===== config.mk =====
export PLATFORM = sky130hd
export DESIGN_NAME = gpio_irq_bank
export DESIGN_NICKNAME = d
export VERILOG_FILES = /design/src/rtl/gpio_irq_bank.sv
export SDC_FILE = /design/constraint.sdc
export NUM_CORES = 1
export LEC_CHECK = 0
export ABC_AREA = 1
export BUFFER_PORTS_ARGS = -buffer_cell sky130_fd_sc_hd__buf_2
export CAP_MARGIN = 20
export CORE_MARGIN = 4
export CORE_UTILIZATION = 45
export DETAILED_ROUTE_END_ITERATION = 10
export SYNTH_ARGS = -nofsm -noshare
export SYNTH_HDL_FRONTEND = slang
export SYNTH_SLANG_ARGS = --single-unit

===== constraint.sdc =====
create_clock -name PCLK -period 6.2 [get_ports PCLK]
set_clock_uncertainty 0.15 [all_clocks]
set_input_delay 1.24 -clock PCLK [delete_from_list [all_inputs] [get_ports PCLK]]
set_output_delay 1.24 -clock PCLK [all_outputs]
set_load 0.005 [all_outputs]

===== src/rtl/gpio_irq_bank.sv =====
// GPIO bank with per-pin direction, push-pull/open-drain drive, a configurable
// input synchroniser and per-pin edge/level interrupts. The W1C status feeds
// one registered irq line. The register port is the APB bridge's decoded
// strobe interface, with zero wait states.
module gpio_irq_bank #(
  parameter int NUM_PINS    = 32,
  parameter int DATA_WIDTH  = 32,
  parameter int ADDR_WIDTH  = 8,
  parameter int SYNC_STAGES = 2
) (
  input  logic                    PCLK,
  input  logic                    PRESET,
  input  logic                    gpio_wr_en,
  input  logic                    gpio_rd_en,
  input  logic [ADDR_WIDTH-1:0]   gpio_reg_addr,
  input  logic [DATA_WIDTH-1:0]   gpio_wdata,
  input  logic [DATA_WIDTH/8-1:0] gpio_strb,
  output logic [DATA_WIDTH-1:0]   gpio_rdata,
  output logic                    gpio_ready,
  output logic                    gpio_error,
  input  logic [NUM_PINS-1:0]     gpio_in,
  output logic [NUM_PINS-1:0]     gpio_out,
  output logic [NUM_PINS-1:0]     gpio_oe,
  output logic                    irq
);

  // Register byte offsets
  localparam logic [ADDR_WIDTH-1:0] OFF_DIR      = ADDR_WIDTH'(8'h00);
  localparam logic [ADDR_WIDTH-1:0] OFF_IN       = ADDR_WIDTH'(8'h04);
  localparam logic [ADDR_WIDTH-1:0] OFF_OUT      = ADDR_WIDTH'(8'h08);
  localparam logic [ADDR_WIDTH-1:0] OFF_SET      = ADDR_WIDTH'(8'h0C);
  localparam logic [ADDR_WIDTH-1:0] OFF_CLR      = ADDR_WIDTH'(8'h10);
  localparam logic [ADDR_WIDTH-1:0] OFF_MODE     = ADDR_WIDTH'(8'h14);
  localparam logic [ADDR_WIDTH-1:0] OFF_INT_EN   = ADDR_WIDTH'(8'h18);
  localparam logic [ADDR_WIDTH-1:0] OFF_INT_TYPE = ADDR_WIDTH'(8'h1C);
  localparam logic [ADDR_WIDTH-1:0] OFF_INT_POL  = ADDR_WIDTH'(8'h20);
  localparam logic [ADDR_WIDTH-1:0] OFF_INT_STAT = ADDR_WIDTH'(8'h24);

  typedef enum logic [3:0] {
    SEL_DIR,
    SEL_IN,
    SEL_OUT,
    SEL_SET,
    SEL_CLR,
    SEL_MODE,
    SEL_INT_EN,
    SEL_INT_TYPE,
    SEL_INT_POL,
    SEL_INT_STAT,
    SEL_NONE
  } reg_sel_e;

  // Architectural state
  logic [NUM_PINS-1:0] dir_q;
  logic [NUM_PINS-1:0] out_q;
  logic [NUM_PINS-1:0] mode_q;
  logic [NUM_PINS-1:0] int_en_q;
  logic [NUM_PINS-1:0] int_type_q;
  logic [NUM_PINS-1:0] int_pol_q;
  logic [NUM_PINS-1:0] int_stat_q;

  // Input path: synchroniser chain and one-cycle edge history of IN
  logic [NUM_PINS-1:0] sync_q [SYNC_STAGES];
  logic [NUM_PINS-1:0] in_val;
  logic [NUM_PINS-1:0] prev_q;

  // Access decode
  reg_sel_e            sel;
  logic                bad_access;
  logic                wr_fire;
  logic [DATA_WIDTH-1:0] strb_mask;
  logic [NUM_PINS-1:0] pin_mask;
  logic [NUM_PINS-1:0] pin_wdata;

  // Interrupt datapath
  logic [NUM_PINS-1:0] evt;
  logic [NUM_PINS-1:0] stat_set;
  logic [NUM_PINS-1:0] stat_clr;
  logic [NUM_PINS-1:0] rd_val;

  // Bits of the bus above NUM_PINS carry no state; fold them here so the
  // narrower configurations do not leave dangling inputs.
  logic unused_bus_bits;
  assign unused_bus_bits = ^{gpio_wdata, strb_mask};

  // Byte-lane merge: strobed bytes take new data, unstrobed bytes keep old.
  function automatic logic [NUM_PINS-1:0] merge(
    input logic [NUM_PINS-1:0] old_val,
    input logic [NUM_PINS-1:0] new_val,
    input logic [NUM_PINS-1:0] mask
  );
    return (old_val & ~mask) | (new_val & mask);
  endfunction

  // Address decode to a register select.
  always_comb begin
    // NOTE: every always_comb output gets a default first so no path can
    // leave it unassigned and infer a latch.
    sel = SEL_NONE;
    case (gpio_reg_addr)
      OFF_DIR:      sel = SEL_DIR;
      OFF_IN:       sel = SEL_IN;
      OFF_OUT:      sel = SEL_OUT;
      OFF_SET:      sel = SEL_SET;
      OFF_CLR:      sel = SEL_CLR;
      OFF_MODE:     sel = SEL_MODE;
      OFF_INT_EN:   sel = SEL_INT_EN;
      OFF_INT_TYPE: sel = SEL_INT_TYPE;
      OFF_INT_POL:  sel = SEL_INT_POL;
      OFF_INT_STAT: sel = SEL_INT_STAT;
      default:      sel = SEL_NONE;
    endcase
  end

  // Unmapped addresses and writes to the read-only IN register are slave
  // errors; reading the write-only SET/CLR is legal and returns 0.
  assign bad_access = (sel == SEL_NONE) || (gpio_wr_en && (sel == SEL_IN));
  assign gpio_error = (gpio_wr_en || gpio_rd_en) && bad_access;
  assign wr_fire    = gpio_wr_en && !bad_access;
  assign gpio_ready = 1'b1;

  // Expand byte strobes into a bit mask covering the pin field.
  always_comb begin
    strb_mask = '0;
    for (int b = 0; b < DATA_WIDTH / 8; b++) begin
      strb_mask[8*b +: 8] = {8{gpio_strb[b]}};
    end
  end

  assign pin_mask  = strb_mask[NUM_PINS-1:0];
  assign pin_wdata = gpio_wdata[NUM_PINS-1:0];

  // Pad drive: open-drain pins never drive high, they release the pad instead.
  assign gpio_out = out_q & ~mode_q;
  assign gpio_oe  = dir_q & ~(mode_q & out_q);

  // Input synchroniser chain and edge-history register.
  always_ff @(posedge PCLK) begin
    // NOTE: sequential state uses non-blocking assignments so every stage
    // samples the pre-edge value of the stage before it.
    if (PRESET) begin
      // NOTE: the synchroniser array is reset element by element; it is a
      // handful of flops, not a RAM, and must come out of reset at 0.
      for (int k = 0; k < SYNC_STAGES; k++) begin
        sync_q[k] <= '0;
      end
      prev_q <= '0;
    end else begin
      sync_q[0] <= gpio_in;
      for (int k = 1; k < SYNC_STAGES; k++) begin
        sync_q[k] <= sync_q[k-1];
      end
      prev_q <= in_val;
    end
  end

  assign in_val = sync_q[SYNC_STAGES-1];

  // Per-pin event detection on the synchronised input.
  always_comb begin
    evt = (int_type_q  & ((int_pol_q & in_val & ~prev_q) | (~int_pol_q & ~in_val & prev_q)))
        | (~int_type_q & ((int_pol_q & in_val)           | (~int_pol_q & ~in_val)));
    stat_set = evt & int_en_q;
    stat_clr = '0;
    if (wr_fire && (sel == SEL_INT_STAT)) begin
      stat_clr = pin_wdata & pin_mask;
    end
  end

  // Configuration and output registers, written through the register port.
  always_ff @(posedge PCLK) begin
    if (PRESET) begin
      dir_q      <= '0;
      out_q      <= '0;
      mode_q     <= '0;
      int_en_q   <= '0;
      int_type_q <= '0;
      int_pol_q  <= '0;
    end else if (wr_fire) begin
      case (sel)
        SEL_DIR:      dir_q      <= merge(dir_q, pin_wdata, pin_mask);
        SEL_OUT:      out_q      <= merge(out_q, pin_wdata, pin_mask);
        SEL_SET:      out_q      <= out_q | pin_wdata;
        SEL_CLR:      out_q      <= out_q & ~pin_wdata;
        SEL_MODE:     mode_q     <= merge(mode_q, pin_wdata, pin_mask);
        SEL_INT_EN:   int_en_q   <= merge(int_en_q, pin_wdata, pin_mask);
        SEL_INT_TYPE: int_type_q <= merge(int_type_q, pin_wdata, pin_mask);
        SEL_INT_POL:  int_pol_q  <= merge(int_pol_q, pin_wdata, pin_mask);
        default:      ;
      endcase
    end
  end

  // Interrupt status (set beats W1C on the same bit) and the registered irq.
  always_ff @(posedge PCLK) begin
    if (PRESET) begin
      int_stat_q <= '0;
      irq        <= 1'b0;
    end else begin
      int_stat_q <= (int_stat_q & ~stat_clr) | stat_set;
      irq        <= |(int_stat_q & int_en_q);
    end
  end

  // Read mux: current register value, zero-extended, only while rd_en is high.
  always_comb begin
    rd_val = '0;
    case (sel)
      SEL_DIR:      rd_val = dir_q;
      SEL_IN:       rd_val = in_val;
      SEL_OUT:      rd_val = out_q;
      SEL_MODE:     rd_val = mode_q;
      SEL_INT_EN:   rd_val = int_en_q;
      SEL_INT_TYPE: rd_val = int_type_q;
      SEL_INT_POL:  rd_val = int_pol_q;
      SEL_INT_STAT: rd_val = int_stat_q;
      default:      rd_val = '0;
    endcase
    gpio_rdata = '0;
    if (gpio_rd_en) begin
      gpio_rdata[NUM_PINS-1:0] = rd_val;
    end
  end

endmodule

Yosys cells after proc, flatten, opt, wreduce, memory -nomap -nowiden
Memories as Yosys holds them, arrays and structs flattened.
Index checks and enable logic that the tools add are counted.
Storage, ports and cells
  register bits: 257
  memory bits (writable): 64
  input bits: 80
  output and inout port bits: 99
  logic and storage cells: 98
  memories: 1
Operators by class
  eq/ne operators: 19
  muxes and demuxes: 10
  bitwise logic cells: 42
  reductions and logical operators: 17
Memory list
  sync_q: words 2, width 32, read ports 2, clocked after memory_dff 0, wr ports 2, RTL line 63  | logic [NUM_PINS-1:0] sync_q [SYNC_STAGES];
Operators by type and width (count)
  $and A32 B32 Y32: 20
  $or A32 B32 Y32: 11
  $not A32 Y32: 9
  $pmux W32 S8: 1
  $mux W32: 4
  $pmux W32 S3: 1
  $pmux W4 S10: 1
  $eq A8 B5 Y1 const B: 4
  $reduce_or A32 Y1: 1
  $eq A4 B3 Y1 const B: 4
  $eq A8 B4 Y1 const B: 2
  $eq A8 B6 Y1 const B: 2
  $eq A4 B4 Y1 const B: 3
  $reduce_and A2 Y1: 6
  $eq A4 B2 Y1 const B: 2
  $eq A8 B3 Y1 const B: 1
  $logic_not A8 Y1: 1
  $eq A4 B1 Y1 const B: 1
  $logic_and A1 B1 Y1: 4
  $logic_not A4 Y1: 1
  $mux W1: 3
  $reduce_bool A3 Y1: 1
  $logic_or A1 B1 Y1: 2
  $or A1 B1 Y1: 2
  $logic_not A1 Y1: 1

Depth between registers and ports, before layout
Gate-level depths: netlist of the first run.
  depth after elaboration: 12
  depth in mapped cells: 11
  depth with buffers taken out: 10

Worst setup path before layout of the first run
Ideal clock, no wire load.
  path type: input to output
  from: input port gpio_reg_addr[0]
  to: output port gpio_rdata[10]
  data arrival time: 2561 ps
  required time: 4810 ps
  setup slack: 2249 ps
  cell stages on the path: 11
  path through: inv_1 > nand2_1 > nor2_1 > nand3_1 > nand2_1 > buf_2 > buf_1 > nand3_1 > nand2_1 > nor2_1 > a21oi_1
Between the ends
  cells in the longest elaborated chain, start to end: 5
RTL lines
  from (decl): RTL line 15  | input logic [ADDR_WIDTH-1:0] gpio_reg_addr,
  $eq A8 B6 Y1 (tied with other cells): RTL line 100  | case (gpio_reg_addr)
  $pmux W4 S10 *: RTL line 100
  $eq A4 B4 Y1 (tied with other cells): RTL line 208  | case (sel)
  $pmux W32 S8 *: RTL line 208
  $mux W32 *: RTL line 220  | if (gpio_rd_en) begin
  to (decl): RTL line 18  | output logic [DATA_WIDTH-1:0] gpio_rdata,
Mark *: on every way between the ends. The rest lies on a longest branch, timed or not.

Final worst setup path of the first run
  from: input port gpio_reg_addr[1]
  to: output port gpio_rdata[4]
The elaborated chain is that of the path after synthesis.

==> results of run 1 <==
## power by group through the flow
stage          clock network (W)  logic, W  registers, W
2_1_floorplan                  0  0.000173       0.00214
3_3_place_gp                   0  0.000269       0.00214
3_5_place_dp                   0  0.000274       0.00214
4_1_cts                  0.00238  0.000275       0.00210
5_1_grt                  0.00246  0.000313       0.00210
6_report                 0.00233  0.000280       0.00210
## kinds of logic (layout without fill, tap and decap cells)
| family | Yosys count | after routing | share of synthesized area |
|---|---|---|---|
| adders and majority gates | 64 | 64 | 0.04608 |
| DFF | 321 | 321 | 0.3698 |
| AOI/OAI and AO/OA | 306 | 306 | 0.09490 |
| buffers and inverters | 456 | 595 | 0.1012 |
| other | 1 | 1 | 0.0002158 |
| and+or+nand+nor | 1601 | 1601 | 0.3878 |
## through the flow
| stage | total power, W | cells | cell area (sq um) | hold WS, ns | setup WS, ns |
|---|---|---|---|---|---|
| 6_report | 0.004713 | 3399 | 20020 | 0.2498 | 0.8894 |
| 5_1_grt | 0.004874 | 3399 | 20020 | 0.2579 | 0.7321 |
| 3_5_place_dp | 0.002418 | 3332 | 18700 | 0.2435 | 0.8792 |
| 3_3_place_gp | 0.002413 | 3331 | 18670 | 0.2403 | 0.9701 |
| 2_1_floorplan | 0.002314 | 2749 | 17380 | 0.2383 | 2.249 |
| 4_1_cts | 0.004752 | 3398 | 19990 | 0.2516 | 0.8812 |
## worst max-delay path, stage by stage
cell	delay [ns]
buf_2	0.10
nor2_1	0.40
nand2_1	0.18
a21oi_2	0.28
nand2_1	0.72
buf_4	0.44
nand4_1	0.09
nand2_1	0.07
nor2_1	0.13
a21oi_1	0.11
buf_2	0.14
## worst max path at each step
stage / from / to
global route: gpio_reg_addr[1] / gpio_rdata[25]
detailed placement: gpio_reg_addr[1] / gpio_rdata[27]
global placement: gpio_reg_addr[1] / gpio_rdata[22]
floorplan: gpio_reg_addr[0] / gpio_rdata[10]
finish: gpio_reg_addr[1] / gpio_rdata[4]
CTS: gpio_reg_addr[1] / gpio_rdata[27]
## cell usage in the layout, fill, tap and decap left out, types with 35 or more instances in the layout
cell type / n
a21oi_1: 167
buf_2: 176
buf_4: 35
clkbuf_16: 41
dfxtp_1: 321
ha_1: 64
inv_1: 307
nand2_1: 577
nand3_1: 363
nand4_1: 35
nor2_1: 588
o21ai_0: 97
## layout make-up
type,count,area [sq um],share of cell area
clock inverter,5,78.83,0.003938
inverter,313,1182,0.05907
tap,511,639.4,0.03194
timing repair buffer,216,1259,0.06289
sequential,321,6426,0.3211
multi-input combinational,1972,9219,0.4606
clock buffer,61,1211,0.06051
## layer usage
layer / up-vias / part of all wire / global-route usage
li1: 8887 / - / -
met1: 8442 / 0.43 / 0.3821
met2: 743 / 0.45 / 0.4489
met3: 144 / 0.085 / 0.05224
met4: 0 / 0.040 / 0.1213
met5: - / 0 / 0
==> impl_metrics.py, run 1 <==
metrics = {
    "outcome": {
        "outcome": "complete, no violations",
    },
    "critical_path": {
        "cp.required_ns": 4.81,
        "critPathMaxFanout": 22,
        "critPathLaunchType": "input port",
        "reg2reg_depth": 5,
        "r2r_end": "irq",
        "crit_type": "in2out",
        "r2r_slack_ns": 4.64,
        "worst_ep_arrival_time_ns": 3.92,
        "setup.worst_path.end_class": "output port",
    },
    "hold_path": {
        "min-delay-start": "sync_q[0][2]",
        "min_to": "sync_q[0][34]",
        "whs_path_depth": 2,
        "hp-class": "reg2reg",
    },
    "cells_and_area": {
        "syn2layout_area_growth_pct": 15.18,
        "fillers": 3938,
        "nets": 3007,
        "fin_util": 0.5289,
        "layout-drive-gt1-share": 0.1091,
        "diodes": 0,
    },
    "cts": {
        "post-cts-setup-buffer-count": 0,
        "h-tree-depth": 2,
        "cts.sinks": 321,
        "ctsRootBufferMaster": "clkbuf_16",
        "ctsResizeCount": 0,
        "clk_latency_ns": 0.56,
        "clockBufferDepth": 3,
        "hold_buffers": 0,
        "cts_buffers": 39,
        "clk_pin_slew_worst_paths_ns": 0.06,
        "cts_tree": "done",
    },
    "pwr": {
        "p_sw_frac": 0.2408,
        "leakagePower_nw": 9.176,
        "p_clk_frac": 0.495,
        "p_seq_frac": 0.445,
        "power_switching_w": 0.001135,
        "comb_power_share": 0.059,
        "powerDensity_nw_per_um2": 235.5,
        "p_int_w": 0.003579,
        "vdd_ir_drop_max_mv": 0.1770,
    },
    "synth": {
        "synth_cells": 2749,
        "synth.most_common_cell": "nor2_1",
        "synth_warnings": 0,
        "synthArstFlopShare": 0,
        "syn_nets": 2893,
        "synth_seq_area_share": 0.3698,
        "avgSynthCellArea_sq_um": 6.322,
        "ys.flop_type": "dfxtp_1",
        "yosysTopAreaCell": "dfxtp_1",
        "yosys.cell_types.count": 27,
        "ys_seq_elements": 321,
        "ys_top_cells_by_count": "nor2_1 (595), nand2_1 (578), nand3_1 (363)",
        "synth-edff-count": 0,
        "synth_area_sq_um": 17380,
        "yosysTopAreaCellShare": 0.3698,
        "yosys-top-cells-area": "dfxtp_1 (37%), nor2_1 (13%), nand2_1 (12%)",
    },
    "floorplan": {
        "dieHeight_microns": 204.5,
        "rows": 71,
        "die_w_microns": 204.5,
        "dieArea_sq_um": 41830,
        "core_sq_um": 37840,
        "ios": 179,
        "initial_utilization": 0.4592,
    },
    "placement": {
        "post-dp-hpwl_microns": 38580,
        "gp_congestion": 0.8597,
        "port_buffers": 177,
    },
    "route": {
        "initialDrtViolationCount": 1529,
        "vias": 18220,
        "via_per_inst": 5.359,
        "antenna_left": 0,
        "drc": 0,
        "wire_per_inst_microns": 17.95,
        "wirelength_microns": 61020,
        "dr.pass1.iters": 5,
    },
    "sta": {
        "max_freq_mhz": 188.3,
        "slew_headroom": 0.2799,
        "final_min_period_over_clock_period": 0.8565,
        "grt_setup_unrepaired": "false",
        "hold_violations": 0,
        "setup_violations": 0,
        "setup_tns_ns": 0,
        "final_max_slew_viol_count": 0,
        "tightest_slew_ns": 1.078,
        "finalCriticalPeriod_ns": 5.311,
    },
    "global_route": {
        "grt_pass1_vias": 16950,
        "grt_first_pass_wirelength_microns": 93890,
        "antenna_found_initial": 0,
        "grt.total_usage": 0.2839,
        "overflow": 0,
        "grt_max_degree": 112,
    },
    "job": {
        "maxCapViolations": 0,
    },
}
Note: power is estimated with default switching activity, not from simulation.
==> run 2: changes to the inputs <==
Settings changed: CORE_ASPECT_RATIO set to 1.2.
==> impl_metrics.py, run 2 (synthesis results as in run 1) <==
metrics = {
    "outcome": {
        "outcome": "complete, no violations",
    },
    "floorplan": {
        "ios": 179,
        "core_sq_um": 37960,
        "dieHeight_microns": 223.3,
        "rows": 78,
        "dieArea_sq_um": 41840,
        "die_w_microns": 187.4,
        "initial_utilization": 0.4577,
    },
    "placement": {
        "gp_congestion": 0.9152,
        "placed_cells": 3297,
        "post-dp-hpwl_microns": 38260,
        "port_buffers": 177,
        "preCtsSetupSlack_ns": 1.101,
    },
    "route": {
        "vias": 18090,
        "wirelength_microns": 61030,
        "wire_per_inst_microns": 18.15,
        "drc": 0,
        "via_per_inst": 5.380,
        "initialDrtViolationCount": 1489,
        "antenna_left": 0,
        "dr.pass1.iters": 5,
    },
    "global_route": {
        "grt.total_usage": 0.2808,
        "antenna_found_initial": 0,
        "grt_pass1_vias": 17200,
        "grt_max_degree": 193,
        "overflow": 0,
        "grt_first_pass_wirelength_microns": 94440,
    },
    "cts": {
        "post-cts-setup-buffer-count": 0,
        "cts_tree": "done",
        "h-tree-depth": 2,
        "clk_latency_ns": 0.54,
        "cts_buffers": 37,
        "hold_buffers": 0,
        "clk_pin_slew_worst_paths_ns": 0.06,
        "ctsResizeCount": 0,
        "ctsRootBufferMaster": "clkbuf_16",
        "cts.sinks": 321,
        "clockBufferDepth": 3,
    },
    "hold_path": {
        "hp-class": "reg2reg",
        "min-delay-start": "sync_q[0][26]",
    },
    "cells_and_area": {
        "final_common_cell": "nor2_1",
        "nets": 3001,
        "final_cell_mix": "nor2_1 (588), nand2_1 (577), nand3_1 (363), dfxtp_1 (321), inv_1 (308)",
        "diodes": 0,
        "layout-drive-gt1-share": 0.1086,
        "syn2layout_area_growth_pct": 14.57,
        "final_cells": 3363,
    },
    "pwr": {
        "p_sw_frac": 0.2421,
        "leakagePower_nw": 9.146,
        "p_seq_frac": 0.447,
        "p_int_w": 0.003561,
        "powerDensity_nw_per_um2": 236.0,
        "comb_power_share": 0.059,
        "power_switching_w": 0.001137,
        "vdd_ir_drop_max_mv": 0.1509,
        "p_clk_frac": 0.495,
    },
    "critical_path": {
        "setup.worst_path.end_class": "output port",
        "worst_ep_arrival_time_ns": 3.69,
        "critPathMaxFanout": 22,
        "cp-startpoint": "gpio_reg_addr[1]",
        "crit_type": "in2out",
        "critPathLaunchType": "input port",
        "cp.required_ns": 4.81,
    },
    "sta": {
        "finalCriticalPeriod_ns": 5.080,
        "grt_setup_unrepaired": "false",
        "final_min_period_over_clock_period": 0.8193,
        "slew_headroom": 0.3387,
        "final_max_slew_viol_count": 0,
        "tightest_slew_ns": 0.9892,
        "hold_slack_ns": 0.2510,
        "setup_violations": 0,
        "setup_tns_ns": 0,
        "setup_slack_ns": 1.120,
        "max_freq_mhz": 196.9,
        "hold_violations": 0,
    },
    "job": {
        "maxCapViolations": 0,
    },
}
==> run 2: per-layer routing <==
metal,part of all wire,vias up,track usage
met3,0.071,160,0.04444
met1,0.42,8336,0.3550
met2,0.47,722,0.4845
met5,0,-,0
li1,-,8875,-
met4,0.036,0,0.1042
==> run 2: power by group through the flow <==
stage	Combinational [W]	Sequential [W]	Clock, W
CTS	0.000273	0.00210	0.00236
global placement	0.000268	0.00214	0
finish	0.000276	0.00210	0.00232
global route	0.000308	0.00210	0.00244
detailed placement	0.000272	0.00214	0
floorplan	0.000173	0.00214	0
==> run 2: worst paths after layout <==
check,to,slack (ns),cells after the start
max reg2reg,irq,4.67,5
min reg2reg,sync_q[0][58],0.25,2
max,gpio_rdata[12],1.12,11
min,sync_q[0][58],0.25,2
==> run 2: cell type report <==
type	instances	area (sq um)
Timing Repair Buffer	212	1209
Tap cell	480	600.6
Sequential cell	321	6426
Inverter	313	1182
Multi-Input combinational cell	1972	9219
Fill cell	3846	18050
Clock inverter	9	123.9
Clock buffer	56	1150
==> run 2: worst max-delay path: stages <==
cell and delay, ns:
buf_2 0.10, nor2_1 0.26, nand2_1 0.16, a21oi_2 0.25, nand2_1 0.63, buf_4 0.47
nand4_1 0.10, nand2_1 0.06, nor2_1 0.12, a21oi_1 0.10, buf_2 0.18
==> run 2: metrics by stage <==
stage | total power, W | area (sq um) | utilization
floorplan | 0.002314 | 17380 | -
global placement | 0.002412 | 18610 | 0.4902
detailed placement | 0.002416 | 18610 | 0.4902
CTS | 0.004727 | 19880 | 0.5237
global route | 0.004848 | 19910 | 0.5245
finish | 0.004698 | 19910 | 0.5245
==> run 3: changes to the inputs <==
Settings changed: ABC_AREA 1 to 0, PLACE_DENSITY set to 0.66.
Clock period 6.2 ns to 4.52 ns, I/O delays scaled along.
==> impl_metrics.py, run 3 <==
metrics = {
    "outcome": {
        "outcome": "complete, no violations",
    },
    "synth": {
        "yosysTopAreaCellShare": 0.3955,
        "synthArstFlopShare": 0,
        "avgSynthCellArea_sq_um": 9.092,
        "synth_cells": 1787,
        "synth_area_sq_um": 16250,
        "synth_warnings": 0,
        "synth_seq_area_share": 0.3955,
        "synth-edff-count": 0,
        "syn_nets": 1931,
        "ys_top_cells_by_count": "dfxtp_1 (321), mux2i_1 (226), nand2_1 (128)",
        "ys_seq_elements": 321,
        "synth.most_common_cell": "dfxtp_1",
        "yosysTopAreaCell": "dfxtp_1",
        "ys.flop_type": "dfxtp_1",
        "yosys.cell_types.count": 49,
        "yosys-top-cells-area": "dfxtp_1 (40%), mux2i_1 (14%), ha_1 (4.9%)",
    },
    "hold_path": {
        "hp-class": "reg2reg",
        "whs_path_depth": 1,
        "min_to": "sync_q[0][44]",
        "min-delay-start": "sync_q[0][12]",
    },
    "critical_path": {
        "crit_type": "in2out",
        "critPathLaunchType": "input port",
        "r2r_end": "irq",
        "r2r_slack_ns": 2.68,
        "cp.depth": 7,
        "worst_ep_arrival_time_ns": 3.00,
        "critPathBufInv": 3,
        "reg2reg_depth": 4,
        "critPathMaxFanout": 25,
        "crit_top_cell": "buf_2",
        "crit_chain": "buf_2 -> or4_4 -> a21oi_1 -> nand4_1 -> buf_4 -> a31oi_1 -> buf_2",
        "path_delay_family": "simple AND/OR/NAND/NOR gates",
        "slowest_delay_ns": 0.75,
        "crit_slowest_cell": "or4_4",
        "cp.required_ns": 3.47,
        "setup.worst_path.end_class": "output port",
    },
    "pwr": {
        "leakagePower_nw": 7.028,
        "power_switching_w": 0.001431,
        "powerDensity_nw_per_um2": 323.8,
        "p_int_w": 0.004628,
        "comb_power_share": 0.066,
        "p_clk_frac": 0.458,
        "p_sw_frac": 0.2361,
        "p_seq_frac": 0.476,
        "vdd_ir_drop_max_mv": 0.2050,
    },
    "route": {
        "initialDrtViolationCount": 1320,
        "drc": 0,
        "wirelength_microns": 52060,
        "antenna_left": 0,
        "vias": 13760,
        "via_per_inst": 5.733,
        "dr.pass1.iters": 7,
        "wire_per_inst_microns": 21.69,
    },
    "cells_and_area": {
        "nets": 2060,
        "final_cell_mix": "dfxtp_1 (321), mux2i_1 (226), buf_2 (176), nand2_1 (128), a21oi_1 (118)",
        "final_common_cell": "dfxtp_1",
        "design_area_sq_um": 18710,
        "syn2layout_area_growth_pct": 15.16,
        "fillers": 3311,
        "layout-drive-gt1-share": 0.2220,
        "final_cells": 2400,
    },
    "floorplan": {
        "dieHeight_microns": 216.1,
        "initial_utilization": 0.4605,
        "core_sq_um": 35280,
        "die_w_microns": 181.5,
        "ios": 179,
        "rows": 75,
        "dieArea_sq_um": 39220,
    },
    "cts": {
        "clk_latency_ns": 0.52,
        "h-tree-depth": 2,
        "post-cts-setup-buffer-count": 0,
        "ctsRootBufferMaster": "clkbuf_16",
        "hold_buffers": 0,
        "ctsResizeCount": 0,
        "cts.sinks": 321,
        "cts_buffers": 36,
        "cts_tree": "done",
        "clk_pin_slew_worst_paths_ns": 0.05,
        "clockBufferDepth": 3,
    },
    "sta": {
        "final_max_slew_viol_count": 0,
        "grt_setup_unrepaired": "false",
        "hold_violations": 0,
        "setup_violations": 0,
        "final_min_period_over_clock_period": 0.8968,
        "tightest_slew_ns": 1.048,
        "max_freq_mhz": 246.7,
        "setup_tns_ns": 0,
        "slew_headroom": 0.3012,
        "finalCriticalPeriod_ns": 4.053,
        "hold_slack_ns": 0.2812,
    },
    "job": {
        "maxCapViolations": 0,
    },
    "placement": {
        "port_buffers": 177,
        "post-dp-hpwl_microns": 35300,
        "gp_congestion": 0.9101,
        "placed_cells": 2340,
        "postPlaceCellArea_sq_um": 17620,
    },
    "global_route": {
        "overflow": 0,
        "grt_max_degree": 140,
        "antenna_found_initial": 2,
        "grt_first_pass_wirelength_microns": 79380,
        "grt_pass1_vias": 13650,
        "grt.total_usage": 0.2555,
    },
}
## run 3: cell families after synthesis
group / after synthesis / synth area share
simple gates: 574 / 0.1951
compound gates: 361 / 0.1484
flops: 321 / 0.3955
mux: 256 / 0.1600
buf+inv: 210 / 0.05144
fa+ha+maj: 64 / 0.04929
other cells: 1 / 0.0002308
## run 3: stage by stage
| step | power (W) | utilization | setup slack (ns) |
|---|---|---|---|
| 5_1_grt | 0.006260 | 0.5303 | 0.4230 |
| 3_3_place_gp | 0.003330 | 0.4994 | 0.5669 |
| 2_1_floorplan | 0.003192 | - | 0.8817 |
| 4_1_cts | 0.006100 | 0.5302 | 0.5412 |
| 6_report | 0.006058 | 0.5303 | 0.4665 |
| 3_5_place_dp | 0.003337 | 0.4994 | 0.5505 |
## run 3: power groups by stage
stage	combinational [W]	clock (W)	sequential, W
4_1_cts	0.000392	0.00282	0.00289
2_1_floorplan	0.000253	0	0.00294
3_5_place_dp	0.000390	0	0.00295
5_1_grt	0.000425	0.00295	0.00289
6_report	0.000398	0.00278	0.00289
3_3_place_gp	0.000383	0	0.00295
## run 3: area by class of cell
class                   count  area (sq um)  area share
clock buffers              55          1044     0.05577
multi-input cells        1256          8999      0.4809
repair buffers            235          1369     0.07316
flip-flops and latches    321          6426      0.3435
diodes                      1         2.502   0.0001337
inverters                  66         247.7     0.01324
clock inverters             4         45.04    0.002407
well taps                 462         578.1     0.03089
## run 3: worst max-delay path by stage
stage                                 from        endpoint  slack, ns
after floorplan           gpio_reg_addr[7]  gpio_rdata[15]       0.88
after global placement    gpio_reg_addr[7]   gpio_rdata[0]       0.57
after detailed placement  gpio_reg_addr[7]  gpio_rdata[13]       0.55
after CTS                 gpio_reg_addr[7]  gpio_rdata[13]       0.54
after global routing      gpio_reg_addr[7]  gpio_rdata[13]       0.42
final                     gpio_reg_addr[7]  gpio_rdata[13]       0.47
## run 3: worst register-to-register path, stage by stage (launching register included)
cell and delay, ns:
dfxtp_1 0.39, a22oi_1 0.24, nand4_1 0.17, nor4_1 0.68, nor2_1 0.08
## run 3: layer usage
layer / global-route usage / vias to the layer above / routed length (microns) / part of all wire
met5: 0 / - / 18 / 0.00035
met4: 0.1176 / 2 / 2625 / 0.050
met3: 0.04796 / 146 / 4039 / 0.078
met2: 0.4169 / 598 / 24000 / 0.46
met1: 0.3286 / 6555 / 21370 / 0.41
li1: - / 6459 / - / -
